**config.mk**
```make
export PLATFORM = sky130hd
export DESIGN_NAME = tt_um_prng_top
export DESIGN_NICKNAME = d
export VERILOG_FILES = /design/src/rtl/tt_um_prng_top.sv
export SDC_FILE = /design/constraint.sdc
export NUM_CORES = 1
export LEC_CHECK = 0
export BUFFER_PORTS_ARGS = -buffer_cell sky130_fd_sc_hd__buf_2
export CORE_ASPECT_RATIO = 0.8
export CORE_MARGIN = 2
export CORE_UTILIZATION = 52
export DETAILED_ROUTE_END_ITERATION = 6
export MAX_ROUTING_LAYER = met4
export PLACE_DENSITY_LB_ADDON = 0.3
export SYNTH_ARGS = -nofsm -noshare
export SYNTH_HDL_FRONTEND = slang
export SYNTH_SLANG_ARGS = --single-unit
```
**constraint.sdc**
```tcl
create_clock -name clk -period 3.71 [get_ports clk]
set_input_delay 0.742 -clock clk [delete_from_list [all_inputs] [get_ports clk]]
set_output_delay 0.742 -clock clk [all_outputs]
set_load 0.005 [all_outputs]
```
**src/rtl/tt_um_prng_top.sv**
```systemverilog
// rtl/tt_um_prng_top.sv - 16-bit Galois LFSR random number generator, Tiny Tapeout top
//
// The LFSR advances every cycle (FREE), on a rate-programmable tick, or once
// per rising edge of the synchronized STEP input. State is shown as raw
// bytes or, when built with SEVENSEG_EN, as a 7-segment hex digit with a
// tick-toggled decimal point. A seed byte is loaded through the bidir port.
//
// Build option: SEVENSEG_EN - when defined, ui_in[3] (DISP) selects the
// 7-segment view on uo_out; when undefined, uo_out always shows s[7:0].
//
// Ports:
//   clk      system clock, all state on the rising edge
//   rst_n    synchronous reset, active HIGH (historical name kept)
//   ena      Tiny Tapeout enable, ignored
//   ui_in    [0] FREE [1] STEP [2] HOLD [3] DISP [4] LOAD [7:5] RATE
//   uo_out   s[7:0] or {dp, g, f, e, d, c, b, a}
//   uio_in   seed byte for LOAD
//   uio_out  s[15:8]
//   uio_oe   0xFF, or 0x00 while LOAD is high so the seed can be driven in

module tt_um_prng_top #(
    parameter int unsigned CLK_FREQ = 10_000_000
) (
    input  logic       clk,
    input  logic       rst_n,
    input  logic       ena,
    input  logic [7:0] ui_in,
    output logic [7:0] uo_out,
    input  logic [7:0] uio_in,
    output logic [7:0] uio_out,
    output logic [7:0] uio_oe
);

    localparam logic [15:0] SEED_VAL = 16'hACE1;
    localparam logic [15:0] TAPS     = 16'hB400;
    localparam logic [31:0] FREQ_W   = CLK_FREQ;

    logic        free_in;
    logic        step_in;
    logic        hold_in;
    logic        load_in;
    logic [2:0]  rate_in;

    logic [15:0] s_q, s_d;
    logic [31:0] cnt_q, cnt_d;
    logic        sync1_q, sync1_d;
    logic        sync2_q, sync2_d;
    logic        prev_q, prev_d;

    logic [31:0] period;
    logic [31:0] limit;
    logic        tick;
    logic        step_edge;
    logic [15:0] lfsr_next;

    assign free_in = ui_in[0];
    assign step_in = ui_in[1];
    assign hold_in = ui_in[2];
    assign load_in = ui_in[4];
    assign rate_in = ui_in[7:5];

    // Tick generator and step edge detect
    always_comb begin
        period = FREQ_W >> rate_in;
        limit  = period - 32'd1;
        // A zero period would make limit wrap to all-ones; treat it as
        // "tick every cycle" instead. LOAD freezes the counter, so no tick.
        tick   = !load_in && ((period == 32'd0) || (cnt_q >= limit));
        if (load_in || tick) begin
            cnt_d = 32'd0;
        end else begin
            cnt_d = cnt_q + 32'd1;
        end

        sync1_d   = step_in;
        sync2_d   = sync1_q;
        prev_d    = sync2_q;
        step_edge = sync2_q & ~prev_q;
    end

    // LFSR next-state with LOAD > HOLD > FREE > tick/step priority
    always_comb begin
        lfsr_next = {1'b0, s_q[15:1]} ^ (s_q[0] ? TAPS : 16'h0000);
        s_d       = s_q;
        if (load_in) begin
            // Low byte is XORed with 0x5A so a zero seed byte never gives s=0.
            s_d = {uio_in, uio_in ^ 8'h5A};
        end else if (hold_in) begin
            s_d = s_q;
        end else if (free_in) begin
            s_d = lfsr_next;
        end else if (tick || step_edge) begin
            s_d = lfsr_next;
        end
    end

    always_ff @(posedge clk) begin
        if (rst_n) begin
            s_q     <= SEED_VAL;
            cnt_q   <= 32'd0;
            sync1_q <= 1'b0;
            sync2_q <= 1'b0;
            prev_q  <= 1'b0;
        end else begin
            s_q     <= s_d;
            cnt_q   <= cnt_d;
            sync1_q <= sync1_d;
            sync2_q <= sync2_d;
            prev_q  <= prev_d;
        end
    end

    assign uio_out = s_q[15:8];
    assign uio_oe  = load_in ? 8'h00 : 8'hFF;

`ifdef SEVENSEG_EN
    logic       dp_q, dp_d;
    logic [6:0] seg;
    logic       unused_ok;

    assign unused_ok = &{1'b0, ena};

    always_comb begin
        dp_d = dp_q ^ tick;
    end

    always_ff @(posedge clk) begin
        if (rst_n) begin
            dp_q <= 1'b0;
        end else begin
            dp_q <= dp_d;
        end
    end

    // Active-high segments {g,f,e,d,c,b,a}
    always_comb begin
        seg = 7'h00;
        case (s_q[3:0])
            4'h0: seg = 7'h3F;
            4'h1: seg = 7'h06;
            4'h2: seg = 7'h5B;
            4'h3: seg = 7'h4F;
            4'h4: seg = 7'h66;
            4'h5: seg = 7'h6D;
            4'h6: seg = 7'h7D;
            4'h7: seg = 7'h07;
            4'h8: seg = 7'h7F;
            4'h9: seg = 7'h6F;
            4'hA: seg = 7'h77;
            4'hB: seg = 7'h7C;
            4'hC: seg = 7'h39;
            4'hD: seg = 7'h5E;
            4'hE: seg = 7'h79;
            4'hF: seg = 7'h71;
            default: seg = 7'h00;
        endcase
    end

    always_comb begin
        uo_out = ui_in[3] ? {dp_q, seg} : s_q[7:0];
    end
`else
    logic unused_ok;

    assign unused_ok = &{1'b0, ena, ui_in[3]};

    always_comb begin
        uo_out = s_q[7:0];
    end
`endif

endmodule

```
==> flow_metrics.env, run 1 <==
export IMPL_gp_congestion=0.8845
export IMPL_final_min_clock_period_ns=3.781
export IMPL_power_frac_seq_pct=48.9
export IMPL_p_switching_uw=361.8
export IMPL_path_clk_slew_ns=0.10
export IMPL_ios=43
export IMPL_synthDistinctLibCells=59
export IMPL_cts_buffer_depth=2
export IMPL_crit_cells=18
export IMPL_clock_sinks=51
export IMPL_layout_common_cells="dfxtp_1 (51), buf_2 (39), buf_4 (39)"
export IMPL_fmax_ghz=0.2645
export IMPL_critical_path_cell_chain="buf_8, clkinvlp_4, ha_2, buf_4, nor4_4, o311ai_4, or2_4, a31oi_4, and2_4, ha_4, a21oi_1, o21ai_1, nand2b_1, a31oi_2, a2111o_4, buf_12, buf_16, nor2_4"
export IMPL_setup_viol=13
export IMPL_finalPower_mw=1.199
export IMPL_max_slew_margin_pct=62.03
export IMPL_avgRoutedWirePerCell_um=15.24
export IMPL_coreArea_mm2=0.006409
export IMPL_post_synth_cell_area_avg_um2=9.015
export IMPL_port_buffers=40
export IMPL_antenna_found_initial=0
export IMPL_root_buffer="clkbuf_8"
export IMPL_die_area_mm2=0.007348
export IMPL_fin_worst_skew_ns=0.01013
export IMPL_row_count=26
export IMPL_syn_inst=385
export IMPL_drv_cap=0
export IMPL_clockPowerShare_pct=28.9
export IMPL_syn2layout_area_growth_pct=27.33
export IMPL_nets=517
export IMPL_async_flop_share_pct=0
export IMPL_cts_buffers=5
export IMPL_internal_power_uw=836.8
export IMPL_switching_share_pct=30.19
export IMPL_synth_warnings=0
export IMPL_grt_max_degree=25
export IMPL_slowest_stage="a2111o_4"
export IMPL_rsz0062_at_grt="yes"
export IMPL_dr_pass1_iters=4
export IMPL_die_h_um=77.08
export IMPL_holdCritPathClass="reg -> reg"
export IMPL_irDropWorstVdd_v=0.0001559
export IMPL_wirelength_mm=8.381
export IMPL_path_delay_family="compound AO/OA/AOI/OAI gates"
export IMPL_slowest_delay_ns=0.41
export IMPL_antenna_cells=0
export IMPL_ys_seq_elements=51
export IMPL_required_ns=3.97
export IMPL_cp_max_fo=6
export IMPL_synth_edff_count=0
export IMPL_post_route_drc_count=0
export IMPL_synth_main_ff_cell="dfxtp_1"
export IMPL_layout_commonest_cell="dfxtp_1"
export IMPL_p_comb_share_pct=22.2
export IMPL_fp_dieW_um=95.34
export IMPL_hold_depth=1
export IMPL_end_kind="register"
export IMPL_drive_gt1_share_pct=35.19
export IMPL_arrival_ns=4.04
export IMPL_num_vias=3025
export IMPL_dpl_hpwl_mm=6.006
export IMPL_grt_pass1_wl_mm=13.57
export IMPL_holdBufCountCts=0
export IMPL_track_usage_pct=24.03
export IMPL_status="finished with violations"
export IMPL_ys_seq_area_share_pct=29.42
export IMPL_cp_start_kind="primary input"
export IMPL_worstSkewPairLatency_ns=0.31
export IMPL_netlist_area_mm2=0.003471
export IMPL_path_class="in -> reg"
export IMPL_power_density_mw_per_mm2=271.2
export IMPL_cts_tree="yes"
export IMPL_grt_pass1_vias=2869
export IMPL_violations="negative setup slack"
export IMPL_hold_viol=0
export IMPL_first_iter_violations=164
export IMPL_fin_util_pct=68.96
export IMPL_power_leakage_nw=1.751
export IMPL_tightest_slew_ns=0.5652
export IMPL_reg2reg_slack_ns=1.27
export IMPL_fin_cells=550
export IMPL_reg2regPathDepth=10
export IMPL_slew_viol_final=0
export IMPL_h_tree_depth=2
export IMPL_num_fill_cells=501
export IMPL_cp_num_buf_inv=5
export IMPL_initial_core_util_pct=54.16
export IMPL_setup_tns_ns=-0.6921
export IMPL_drtAntennaViolNets=0
export IMPL_via_per_inst=5.500
export IMPL_dp_cells=530
export IMPL_finalCritPeriodShare_pct=101.9
export IMPL_setup_ws_ns=-0.07121
export IMPL_grt_ovfl_total=0
-- routing by layer --
metal	wire [um]	GRT usage [%]
met5	0	-
met4	110	6.377
met3	364	3.242
met2	3760	35.35
met1	4146	34.53
-- worst paths after layout --
path | from | end
max | ui_in[5] | cnt_q[14]$_SDFF_PP0_
min | sync1_q$_SDFF_PP0_ | prev_d$_SDFF_PP0_
max reg2reg | cnt_q[0]$_SDFF_PP0_ | cnt_q[14]$_SDFF_PP0_
min reg2reg | sync1_q$_SDFF_PP0_ | prev_d$_SDFF_PP0_
-- registers in the layout, summed over array words and instances (netlist names) --
| name | count |
|---|---|
| sync1_q | 1 |
| s_q | 16 |
| prev_d | 1 |
| prev_q | 1 |
| cnt_q | 32 |
-- layout make-up --
class                      instances  area (um^2)  area share [%]
sequential                        51         1021           23.10
clock buffer                       5        68.82           1.557
clock inverter                     3        27.53          0.6229
multi-input combinational        305         2475           56.00
tap                               84        105.1           2.378
inverter                          12        52.55           1.189
timing repair buffer              90        669.4           15.15
-- synthesized netlist by cell type, types with 2 or more instances --
cell      instances  area (um^2)
nor2_4           18        202.7
a31oi_1           3        18.77
a21oi_1          24        120.1
and3_1            4        25.02
a21boi_0          2        15.01
inv_1            11        41.29
xor2_1           15        131.4
nand2b_1          5        31.28
mux2_1            2        22.52
dfxtp_1          51         1021
xnor2_1          19        166.4
nor2_2            2        12.51
or3_1             2        12.51
ha_1             33        412.9
or2_1             2        12.51
a41oi_1           2        17.52
buf_2             2        10.01
mux2i_1          14        140.1
a211oi_2          3        37.54
and2_1            6        37.54
nor4_2            3        37.54
nand3_1          12        60.06
clkbuf_1         10        37.54
a211oi_1          5        37.54
o21ai_0           9        45.04
nor2b_1           4        25.02
a311oi_1          4        35.03
nand2_1          34        127.6
nor2_1           32        120.1
o211ai_1          2        15.01
buf_12            2        40.04
nand4_1           6        37.54
nand3b_1          2        15.01
nor3_1            9        45.04
buf_4             7        52.55
-- worst register-to-register path: stages, from the launching register on --
cell and delay [ns]:
dfxtp_1 0.41, inv_1 0.06, ha_1 0.28, nand2b_4 0.15
a2111oi_4 0.31, nand3b_1 0.25, a31oi_2 0.13, a2111o_4 0.41
buf_12 0.15, buf_16 0.14, nor2_4 0.09
-- through the flow --
step / setup WS, ns / hold slack (ns) / area, um^2
floorplan: -0.1359 / 0.4138 / 3531
global placement: -0.3536 / 0.4248 / 3991
detailed placement: -0.4699 / 0.4373 / 3991
CTS: -0.02481 / 0.4567 / 4263
global route: -0.1644 / 0.4716 / 4419
finish: -0.07121 / 0.4534 / 4419
-- power groups by stage --
| stage | logic, mW | clock network [mW] | registers, mW |
|---|---|---|---|
| floorplan | 0.143 | 0 | 0.595 |
| global placement | 0.223 | 0 | 0.597 |
| detailed placement | 0.229 | 0 | 0.598 |
| CTS | 0.247 | 0.353 | 0.585 |
| global route | 0.292 | 0.377 | 0.589 |
| finish | 0.266 | 0.347 | 0.586 |
-- logic make-up after synthesis --
logic type	synth area share, %
simple gates	25.13
compound gates	14.10
flops	29.42
buf+inv	5.768
xor+xnor	8.580
fa+ha+maj	11.90
mux	5.011
other cells	0.1080
-- what timing repair did --
item / 4_1_cts / 5_1_grt
cloned: 1 / 1
gates resized for setup: 24 / 21
setup endpoints to repair: 41 / 41
setup buffers: 5 / 5
pin swaps: 4 / 8
Note: power is estimated with default switching activity, not from simulation.
==> run 2, diff against run 1 <==
--- a/config.mk
+++ b/config.mk
@@ -6,7 +6,6 @@
 export NUM_CORES = 1
 export LEC_CHECK = 0
 export BUFFER_PORTS_ARGS = -buffer_cell sky130_fd_sc_hd__buf_2
-export CORE_ASPECT_RATIO = 0.8
 export CORE_MARGIN = 2
 export CORE_UTILIZATION = 52
 export DETAILED_ROUTE_END_ITERATION = 6
==> flow_metrics.env, run 2 (same netlist as run 1, synthesis figures left out) <==
export IMPL_drive_gt1_share_pct=31.59
export IMPL_avgRoutedWirePerCell_um=14.56
export IMPL_regMostFlops="cnt_q"
export IMPL_arrival_ns=3.96
export IMPL_wirelength_mm=7.803
export IMPL_num_vias=2900
export IMPL_post_route_drc_count=0
export IMPL_grt_pass1_wl_mm=13.07
export IMPL_cp_max_fo=8
export IMPL_drtAntennaViolNets=0
export IMPL_seq_area_mm2=0.001021
export IMPL_cp_num_buf_inv=4
export IMPL_finalPower_mw=1.149
export IMPL_fp_dieW_um=85.70
export IMPL_die_area_mm2=0.007344
export IMPL_port_buffers=40
export IMPL_slowest_stage="a2111o_4"
export IMPL_post_place_ws_ns=-0.5063
export IMPL_worstSkewPairLatency_ns=0.31
export IMPL_end_kind="register"
export IMPL_status="finished clean"
export IMPL_path_clk_slew_ns=0.09
export IMPL_critical_path_cell_chain="buf_8, clkinvlp_4, buf_6, ha_2, o31a_1, o311ai_4, mux2_4, nor2_4, a2111oi_4, ha_1, nand2_1, nor3_2, a21oi_2, a31oi_1, a2111o_4, clkbuf_16, nor2_4"
export IMPL_row_count=29
export IMPL_path_class="in -> reg"
export IMPL_power_leakage_nw=1.690
export IMPL_grt_ovfl_total=0
export IMPL_antenna_found_initial=0
export IMPL_num_fill_cells=532
export IMPL_dpl_hpwl_mm=6.010
export IMPL_cts_buffer_depth=2
export IMPL_hold_ws_ns=0.4477
export IMPL_crit_path_frequent_cell="nor2_4"
export IMPL_final_min_clock_period_ns=3.708
export IMPL_multi_input_area_mm2=0.002399
export IMPL_ios=43
export IMPL_root_buffer="clkbuf_8"
export IMPL_reg_top3="cnt_q (32), s_q (16)"
export IMPL_slowest_delay_ns=0.43
export IMPL_die_h_um=85.70
export IMPL_path_delay_family="compound AO/OA/AOI/OAI gates"
export IMPL_cts_buffers=5
export IMPL_syn2layout_area_growth_pct=22.39
export IMPL_h_tree_depth=2
export IMPL_initial_core_util_pct=54.35
export IMPL_drv_cap=0
export IMPL_power_density_mw_per_mm2=270.5
export IMPL_nets=510
export IMPL_layout_commonest_cell="dfxtp_1"
export IMPL_fin_util_pct=66.52
export IMPL_irDropWorstVdd_v=0.0001979
export IMPL_dr_pass1_iters=4
export IMPL_antenna_cells=0
export IMPL_grt_max_degree=25
export IMPL_largest_register_ffs=32
export IMPL_cp_start_kind="primary input"
export IMPL_max_slew_margin_pct=53.48
export IMPL_cts_tree="yes"
export IMPL_layout_common_cells="dfxtp_1 (51), buf_2 (38), buf_4 (36)"
export IMPL_setup_viol=0
export IMPL_fin_cells=536
export IMPL_coreArea_mm2=0.006386
export IMPL_holdCritPathClass="reg -> reg"
export IMPL_setup_ws_ns=0.001856
export IMPL_dp_cells=525
export IMPL_slew_viol_final=0
export IMPL_via_per_inst=5.410
export IMPL_track_usage_pct=22.79
export IMPL_rsz0062_at_grt="yes"
export IMPL_first_iter_violations=79
export IMPL_gp_congestion=0.8969
export IMPL_holdBufCountCts=0
export IMPL_required_ns=3.96
export IMPL_grt_pass1_vias=2845
export IMPL_tightest_slew_ns=0.6977
export IMPL_fmax_ghz=0.2697
export IMPL_hold_viol=0
export IMPL_finalCritPeriodShare_pct=99.95
export IMPL_fin_worst_skew_ns=0.01210
export IMPL_clock_sinks=51
==> run 2: area by class of cell <==
type,instances,area share (%)
clock inverter,3,0.4418
tap,77,2.268
timing repair buffer,83,13.93
inverter,12,1.237
multi-input combinational,305,56.47
sequential,51,24.04
clock buffer,5,1.620
==> run 2: where the power goes <==
group          total (mW)  internal (mW)  leakage, nW  switching (mW)
registers           0.586          0.568        0.418          0.0172
clock network       0.317          0.133       0.0483           0.184
logic               0.247          0.120         1.22           0.126
total                1.15          0.822         1.69           0.327
==> run 2: repair_timing <==
| item | CTS | global route |
|---|---|---|
| cloned | 0 | 1 |
| pin swaps | 2 | 3 |
| setup endpoints to repair | 41 | 41 |
| resized for setup | 10 | 21 |
| setup buffers | 0 | 2 |
==> run 2: metal layers <==
layer	wire length (um)	global-route usage, %	up-vias	share of wire [%]
li1	-	-	1478	-
met1	3578	28.67	1361	46
met2	3875	38.57	51	50
met3	261	3.272	10	3.3
met4	87	5.772	0	1.1
met5	0	-	-	0
==> run 2: worst paths after layout <==
| check | start | to | slack, ns | cells after the start |
|---|---|---|---|---|
| worst max-delay path | ui_in[5] | cnt_q[3]$_SDFF_PP0_ | 0.002 | 17 |
| worst min-delay path | sync1_q$_SDFF_PP0_ | prev_d$_SDFF_PP0_ | 0.45 | 1 |
| worst max register to register | cnt_q[17]$_SDFF_PP0_ | s_q[10]$_SDFFE_PP1P_ | 1.26 | 8 |
| worst min register to register | sync1_q$_SDFF_PP0_ | prev_d$_SDFF_PP0_ | 0.45 | 1 |
==> run 2: through the flow <==
stage,area (um^2),TNS [ns]
floorplan,3531,-2.812
global placement,3985,-12.27
detailed placement,3985,-17.57
CTS,4128,-0.3061
global route,4248,-2.945
finish,4248,0
